===== src/rtl/t03_mem_pkg.sv =====
// Shared definitions for the two-master memory arbiter: FSM encoding,
// requester IDs and the default watchdog length.
package t03_mem_pkg;

   typedef enum logic [1:0] {
      IDLE = 2'd0,
      BUSY = 2'd1,
      DONE = 2'd2
   } state_t;

   localparam logic REQ_CPU = 1'b0;
   localparam logic REQ_DMA = 1'b1;

   localparam int TIMEOUT_DEFAULT = 255;

endpackage


===== src/rtl/t03_rr_picker.sv =====
// Combinational 2-way round-robin choice: a lone requester wins, a tie goes
// to the side that was not granted last.
module t03_rr_picker
   import t03_mem_pkg::*;
(
   input  logic i_req0,
   input  logic i_req1,
   input  logic i_last_grant,
   output logic o_valid,
   output logic o_grant
);

   always_comb begin
      o_valid = i_req0 | i_req1;
      o_grant = REQ_CPU;
      if (i_req0 && i_req1)
         o_grant = ~i_last_grant;
      else if (i_req1)
         o_grant = REQ_DMA;
   end

endmodule


===== src/rtl/t03_mem_arbiter.sv =====
// Arbitrates the single memory bus between the CPU (0) and DMA (1) requesters,
// with a watchdog that aborts transactions the bus never acknowledges.
module t03_mem_arbiter
   import t03_mem_pkg::*;
#(
   parameter int TIMEOUT_CYCLES = TIMEOUT_DEFAULT,
   parameter int ADDR_W         = 32,
   parameter int DATA_W         = 32
) (
   input  logic              clk,
   input  logic              rst,
   input  logic              read0,
   input  logic              write0,
   input  logic [ADDR_W-1:0] address0,
   input  logic [DATA_W-1:0] data0,
   output logic [DATA_W-1:0] dataOut0,
   output logic              ack0,
   output logic              err0,
   input  logic              read1,
   input  logic              write1,
   input  logic [ADDR_W-1:0] address1,
   input  logic [DATA_W-1:0] data1,
   output logic [DATA_W-1:0] dataOut1,
   output logic              ack1,
   output logic              err1,
   output logic              busRead,
   output logic              busWrite,
   output logic [ADDR_W-1:0] busAddress,
   output logic [DATA_W-1:0] busData,
   input  logic [DATA_W-1:0] busDataOut,
   input  logic              busAck,
   output logic              grantId
);

   localparam int              CNT_W    = $clog2(TIMEOUT_CYCLES) + 1;
   localparam logic [CNT_W-1:0] CNT_LAST = CNT_W'(TIMEOUT_CYCLES - 1);

   state_t              r_state, w_next;
   logic                r_last_grant, r_grant_id;
   logic [CNT_W-1:0]    r_cnt;
   logic                r_bus_rd, r_bus_wr;
   logic [ADDR_W-1:0]   r_bus_addr;
   logic [DATA_W-1:0]   r_bus_data, r_dout0, r_dout1;
   logic                r_ack0, r_ack1, r_err0, r_err1;

   logic                w_valid, w_grant, w_rd, w_wr, w_timeout;
   logic [ADDR_W-1:0]   w_addr;
   logic [DATA_W-1:0]   w_data;

   t03_rr_picker u_picker (
      .i_req0       (read0 | write0),
      .i_req1       (read1 | write1),
      .i_last_grant (r_last_grant),
      .o_valid      (w_valid),
      .o_grant      (w_grant)
   );

   assign w_rd      = w_grant ? read1    : read0;
   assign w_wr      = w_grant ? write1   : write0;
   assign w_addr    = w_grant ? address1 : address0;
   assign w_data    = w_grant ? data1    : data0;
   assign w_timeout = (r_cnt == CNT_LAST);

   always_ff @(posedge clk) begin
      if (rst) r_state <= IDLE;
      else     r_state <= w_next;
   end

   always_comb begin
      w_next = r_state;
      case (r_state)
         IDLE:    if (w_valid) w_next = BUSY;
         BUSY:    if (busAck || w_timeout) w_next = DONE;
         DONE:    w_next = IDLE;
         default: w_next = IDLE;
      endcase
   end

   always_ff @(posedge clk) begin
      if (rst) begin
         r_last_grant <= 1'b1;
         r_grant_id   <= 1'b0;
         r_cnt        <= '0;
         r_bus_rd     <= 1'b0;
         r_bus_wr     <= 1'b0;
         r_bus_addr   <= '0;
         r_bus_data   <= '0;
         r_dout0      <= '0;
         r_dout1      <= '0;
         r_ack0       <= 1'b0;
         r_ack1       <= 1'b0;
         r_err0       <= 1'b0;
         r_err1       <= 1'b0;
      end else begin
         r_ack0 <= 1'b0;
         r_ack1 <= 1'b0;
         r_err0 <= 1'b0;
         r_err1 <= 1'b0;
         case (r_state)
            IDLE: if (w_valid) begin
               r_grant_id   <= w_grant;
               r_last_grant <= w_grant;
               // write takes precedence when a requester raises both strobes
               r_bus_wr     <= w_wr;
               r_bus_rd     <= w_rd & ~w_wr;
               r_bus_addr   <= w_addr;
               r_bus_data   <= w_data;
               r_cnt        <= '0;
            end
            BUSY: begin
               r_cnt <= r_cnt + 1'b1;
               if (busAck) begin
                  r_bus_rd <= 1'b0;
                  r_bus_wr <= 1'b0;
                  if (r_bus_rd) begin
                     if (r_grant_id) r_dout1 <= busDataOut;
                     else            r_dout0 <= busDataOut;
                  end
                  if (r_grant_id) r_ack1 <= 1'b1;
                  else            r_ack0 <= 1'b1;
               end else if (w_timeout) begin
                  r_bus_rd <= 1'b0;
                  r_bus_wr <= 1'b0;
                  if (r_grant_id) begin
                     r_dout1 <= '0;
                     r_ack1  <= 1'b1;
                     r_err1  <= 1'b1;
                  end else begin
                     r_dout0 <= '0;
                     r_ack0  <= 1'b1;
                     r_err0  <= 1'b1;
                  end
               end
            end
            DONE:    r_cnt <= '0;
            default: r_cnt <= '0;
         endcase
      end
   end

   assign busRead    = r_bus_rd;
   assign busWrite   = r_bus_wr;
   assign busAddress = r_bus_addr;
   assign busData    = r_bus_data;
   assign dataOut0   = r_dout0;
   assign dataOut1   = r_dout1;
   assign ack0       = r_ack0;
   assign ack1       = r_ack1;
   assign err0       = r_err0;
   assign err1       = r_err1;
   assign grantId    = r_grant_id;

endmodule


===== config.mk =====
export PLATFORM = sky130hd
export DESIGN_NAME = t03_mem_arbiter
export DESIGN_NICKNAME = d
export VERILOG_FILES = /design/src/rtl/t03_mem_pkg.sv /design/src/rtl/t03_rr_picker.sv /design/src/rtl/t03_mem_arbiter.sv
export SDC_FILE = /design/constraint.sdc
export NUM_CORES = 1
export LEC_CHECK = 0
export CAP_MARGIN = 10
export CORE_MARGIN = 8
export CORE_UTILIZATION = 43
export CTS_CLUSTER_DIAMETER = 80
export DETAILED_ROUTE_END_ITERATION = 7
export PLACE_DENSITY = 0.9
export SYNTH_ARGS = -nofsm -noshare
export SYNTH_HDL_FRONTEND = slang
export SYNTH_SLANG_ARGS = --single-unit
export TNS_END_PERCENT = 5

===== constraint.sdc =====
create_clock -name clk -period 2.6 [get_ports clk]
set_clock_uncertainty 0.05 [all_clocks]
set_input_delay 0.78 -clock clk [delete_from_list [all_inputs] [get_ports clk]]
set_output_delay 0.78 -clock clk [all_outputs]
set_load 0.005 [all_outputs]

==> results of run 1 <==
==> layout make-up <==
cell class	count	area (um2)
timing repair buffer	333	3320
inverter	4	15.0
tap	180	225
clock buffer	18	439
fill	1020	3870
clock inverter	14	176
antenna	1	2.50
sequential	147	2940
multi-input combinational	531	2780
==> logic make-up (layout without fill, tap and decap cells) <==
family | Yosys count | after routing | share of synthesized area (%)
other cells | 0 | 1 | 0
compound gates | 223 | 223 | 23.7
fa+ha+maj | 2 | 2 | 0.416
simple gates | 306 | 306 | 21.7
flops | 147 | 147 | 48.9
buf+inv | 78 | 369 | 5.32
==> sequential cells by signal (all words and copies together) (netlist names), 2 cells and up <==
register	count
busData	32
r_cnt	9
busAddress	32
dataOut0	32
dataOut1	32
r_state	2
==> worst min-delay path, cell delays in order, from the launching register on <==
cell     delay (ns)
dfxtp_1        0.30
o21ai_0        0.06
a21oi_1        0.06
==> final timing paths <==
kind / depth (start not counted) / end
max: 1 / grantId
max reg2reg: 7 / dataOut1[18]
min reg2reg: 2 / dataOut0[1]
min: 2 / dataOut0[1]
==> power groups by stage <==
| stage | Sequential (mW) | Combinational (mW) | Clock, mW |
|---|---|---|---|
| final | 2.52 | 1.32 | 2.53 |
| after global routing | 2.54 | 1.43 | 2.67 |
| after CTS | 2.52 | 1.32 | 2.57 |
| after detailed placement | 2.56 | 1.31 | 0 |
| after global placement | 2.55 | 1.28 | 0 |
| after floorplan | 2.56 | 0.502 | 0 |
==> through the flow <==
stage	hold WS (ns)	util (%)	power [mW]
3_5_place_dp	0.413	67.4	3.87
4_1_cts	0.425	71.9	6.40
5_1_grt	0.446	71.9	6.64
2_1_floorplan	0.399	-	3.06
6_report	0.424	71.9	6.36
3_3_place_gp	0.410	67.4	3.84
==> cell usage in the layout, fill, tap and decap left out, drive strengths merged, types with 7 or more instances in the layout <==
cell type and n:
nand2 136, nand3 67, inv 7, a21oi 73, clkbuf 18, buf 34
nor2 79, dfxtp 147, a311oi 67, clkdlybuf4s50 299, o21ai 70
==> metal layers <==
metal | GRT usage (%) | vias to the layer above | part of all wire (%) | routed length [um]
li1 | - | 3248 | - | -
met4 | 11.5 | 0 | 3.1 | 686
met2 | 39.3 | 317 | 48 | 10800
met3 | 8.90 | 46 | 10 | 2280
met5 | 0 | - | 0 | 0
met1 | 27.2 | 3126 | 38 | 8580
==> results.toml, run 1 <==
[hold_path]
hp-start = "dataOut0[1]"
hold_class = "register to register"

[setup_path]
endpoint_kind = "output port"
startpoint = "grantId"
arrival_ns = 1.59
crit_slowest_cell = "clkdlybuf4s50_1"
ff2ff_setup_slack_ns = 0.65
critPathKind = "register to output port"
crit_fanout = 10
cp_data_required_time_ns = 1.77
cp_top_family = "buffers and inverters"
startpoint_type = "register"
cp_num_buf_inv = 1
path_cells = "clkdlybuf4s50_1"
cpPeakStageDelay_ns = 0.62
r2r_start = "r_cnt[0]"

[timing]
worst-slew-pin-transition_ns = 0.626
fin_ws_ns = 0.175
max_freq_mhz = 412
rsz0062_at_grt = "false"
setup_violations = 0
hold_viol = 0
slew_viol_final = 0
relSlewSlack_pct = 58.3
post-route-min-period_ns = 2.42
fin_crit_sh_pct = 93.3
tns_ns = 0

[power]
p_int_mw = 4.69
clkPwrFrac_pct = 39.8
power.density_nw_per_um2 = 642
peakVddDrop_mv = 0.433
p_comb_share_pct = 20.7
seqPwrFrac_pct = 39.5
switching_share_pct = 26.3
p_sw_mw = 1.67
leakagePower_nw = 3.62

[drt]
num_vias = 6737
wl_mm = 22.4
drc = 0
drt_pre_antenna_iters = 5
ant_nets = 0
wl_per_cell_um = 18.2
drtIter0Drc = 440
viasPerCell = 5.49

[clocking]
insertion_delay_ns = 0.42
h-tree-depth = 4
post_cts_buffers = 0
clock-root-buffer = "clkbuf_16"
cts-resized-gates = 0
ctsHoldBuffers = 0
clk_pin_slew_ns = 0.06
cts_buffer_depth = 2
numCtsBuffers = 17
cts_tree = "built"
cts_sinks = 147

[place]
dp_slack_ns = 0.0521
placed_cell_area_um2 = 9290
dp.cells = 1195
dp.final_hpwl_mm = 16.2
portBuffers = 301
gp_congestion = 0.834

[grt]
antenna_found_initial = 1
grt_pass1_vias = 6637
gr-total-overflow = 0
grt_pass1_wl_mm = 35.0
gr-usage-all-layers_pct = 24.1
grt_max_degree = 77

[cells_and_area]
fin_cells = 1228
design_area_um2 = 9900
area_delta_synth_final_pct = 64.5
drive_gt1_share_pct = 6.88
nets = 1203

[yosys]
yosys_register_bits = 147
synth_most_common_cell = "dfxtp_1"
yosysSeqAreaShare_pct = 48.9
ys_top_cells_by_count = "dfxtp_1 (147), nand2_1 (136), nor2_1 (79), a21oi_1 (73)"
synth-main-ff-cell = "dfxtp_1"
postSynthAreaPerCell_um2 = 7.96
ys_types = 38
synth_area_leader_cell = "dfxtp_1"
syn-instance-count = 756
async_flop_share_pct = 0
netlist_top_cells_area = "dfxtp_1 (49%), a311oi_1 (9.7%), nand2_1 (8.5%), a21oi_1 (6.1%), nand3_1 (5.6%)"
syn_area_um2 = 6020
syn_nets = 925
synth-edff-count = 0
yosys_warnings = 0
yosysTopAreaCellShare_pct = 48.9

[floorplan]
dieArea_um2 = 18000
start_util_pct = 43.7
die_h_um = 134
die_x_um = 134
boundaryPins = 302
core_area_um2 = 13800
rows = 43

[outcome]
status = "completed"

[job]
maxCapViolCount = 0
Power figures use the tool's default switching activity.
==> run 2: changes to the inputs <==
- ABC_AREA: unset -> 1
- CORE_UTILIZATION: 43 -> 44
- PLACE_DENSITY: 0.9 -> 0.91
==> run 2 against run 1 <==
Via count down 2.9%. Maximum frequency rose by 2.3%. Highest routed layer unchanged. Sequential cell count unchanged. Global-route usage decreased by 0.68 points. Total power down 2.7%. Combinational power down 9.8%. Final area fell by 1.8%. Sequential power is essentially flat. Sequential share of layout area up 0.54 points. Clock-buffer cell count grew 2. Largest cell class unchanged.
==> results.toml, run 2 <==
[outcome]
status = "completed"

[cells_and_area]
fillers = 1061
final_common_cell = "nand2_1"
final_cell_mix = "nand2_1 (316), clkdlybuf4s50_1 (300), dfxtp_1 (147)"
nets = 1269
fin_cells = 1293
drive_gt1_share_pct = 5.75
area_delta_synth_final_pct = 58.5
n_antenna_cell = 0
design_area_um2 = 9730
postLayoutCoreUtil_pct = 70.6

[grt]
gr-total-overflow = 0
grt_util_met2_pct = 40.3
top_usage_layer = "met2"
grt_max_degree = 133
antenna_found_initial = 0
grt_pass1_vias = 6593
grt_pass1_wl_mm = 33.5
gr-usage-met1_pct = 24.8
gr-usage-all-layers_pct = 23.4
use_met3_pct = 9.42

[place]
portBuffers = 301
gp_congestion = 0.827
dp.final_hpwl_mm = 15.9
dp_slack_ns = 0.0936
dp.cells = 1261
placed_cell_area_um2 = 9110

[setup_path]
cp_top_family = "buffers and inverters"
ff2ff_setup_slack_ns = 0.80
cp_num_buf_inv = 1
reg2reg_to = "dataOut1[30]"
startpoint = "grantId"
worstSetupEndpoint = "grantId"
r2r_cells = 7
path_cells = "clkdlybuf4s50_1"
cp_data_required_time_ns = 1.77
r2r_start = "r_state[0]"
cpPeakStageDelay_ns = 0.59
endpoint_kind = "output port"
worst-path-stages = 1
critPathKind = "register to output port"
startpoint_type = "register"
crit_slowest_cell = "clkdlybuf4s50_1"
crit_fanout = 6
arrival_ns = 1.54

[timing]
fin_crit_sh_pct = 91.2
rsz0062_at_grt = "false"
max_freq_mhz = 422
fin_ws_ns = 0.230
hold_viol = 0
post-route-min-period_ns = 2.37
slew_viol_final = 0
holdWs_ns = 0.409
setup_violations = 0
tns_ns = 0
worst-slew-pin-transition_ns = 0.512
relSlewSlack_pct = 65.9

[drt]
num_vias = 6543
wl_mm = 21.6
ant_nets = 0
drc = 0
drtIter0Drc = 332
drt_pre_antenna_iters = 5
wl_per_cell_um = 16.7
viasPerCell = 5.06

[clocking]
ctsHoldBuffers = 0
cts-resized-gates = 0
post_cts_buffers = 0
clock-root-buffer = "clkbuf_16"
h-tree-depth = 4
insertion_delay_ns = 0.42
clk_pin_slew_ns = 0.06
cts_sinks = 147
cts_tree = "built"
numCtsBuffers = 17
cts_buffer_depth = 2

[yosys]
syn-instance-count = 826
syn_nets = 995
syn_area_um2 = 6140
ys_top_cells_by_count = "nand2_1 (316), dfxtp_1 (147), a21oi_1 (75), o21ai_0 (66), a31oi_1 (64)"
synth_most_common_cell = "nand2_1"
netlist_top_cells_area = "dfxtp_1 (48%), nand2_1 (19%), a31oi_1 (6.5%), a21oi_1 (6.1%), o21ai_0 (5.4%)"
yosys_warnings = 0
async_flop_share_pct = 0
synth_area_leader_cell = "dfxtp_1"
synth-edff-count = 0
postSynthAreaPerCell_um2 = 7.43
synth-main-ff-cell = "dfxtp_1"
yosysSeqAreaShare_pct = 48.0
ys_types = 25
yosysTopAreaCellShare_pct = 48.0
yosys_register_bits = 147

[floorplan]
boundaryPins = 302
die_h_um = 134
die_x_um = 134
dieArea_um2 = 18000
start_util_pct = 44.5
core_area_um2 = 13800
rows = 43

[power]
p_sw_mw = 1.62
p_int_mw = 4.57
power.density_nw_per_um2 = 637
leakagePower_nw = 3.82
p_comb_share_pct = 19.3
clkPwrFrac_pct = 40.2
peakVddDrop_mv = 0.412
power_mw = 6.19
seqPwrFrac_pct = 40.5
switching_share_pct = 26.1

[hold_path]
hold_class = "register to register"
min_path_cells = 2

[job]
maxCapViolCount = 0
==> run 2: power by group through the flow <==
stage / Sequential [mW] / Combinational [mW] / Clock, mW
floorplan: 2.56 / 0.509 / 0
global placement: 2.55 / 1.18 / 0
detailed placement: 2.56 / 1.20 / 0
CTS: 2.51 / 1.21 / 2.53
global route: 2.53 / 1.31 / 2.62
finish: 2.51 / 1.19 / 2.49
==> run 2: cell type report <==
class / count / area, um2 / share of cell area (%)
multi-input cells: 567 / 2600 / 26.8
repair buffers: 314 / 3140 / 32.3
clock buffers: 20 / 467 / 4.80
clock inverters: 12 / 146 / 1.51
flip-flops and latches: 147 / 2940 / 30.3
well taps: 180 / 225 / 2.32
inverters: 53 / 200 / 2.06
==> run 2: worst min path at each step <==
stage / from / endpoint
after floorplan: r_cnt[8] / r_cnt[8]
after global placement: dataOut0[19] / dataOut0[19]
after detailed placement: dataOut1[20] / dataOut1[20]
after CTS: dataOut1[20] / dataOut1[20]
after global routing: dataOut1[3] / dataOut1[3]
final: dataOut1[26] / dataOut1[26]
==> run 2: kinds of logic after synthesis <==
kind of cell / Yosys count / share of synthesized area (%)
compound gates: 215 / 19.1
flops: 147 / 48.0
simple gates: 350 / 22.9
buf+inv: 112 / 9.62
fa+ha+maj: 2 / 0.408
==> run 2: metal layers <==
metal | share of wire [%] | up-vias
li1 | - | 3248
met1 | 37 | 2982
met2 | 49 | 271
met3 | 10 | 42
met4 | 3.1 | 0
met5 | 0 | -
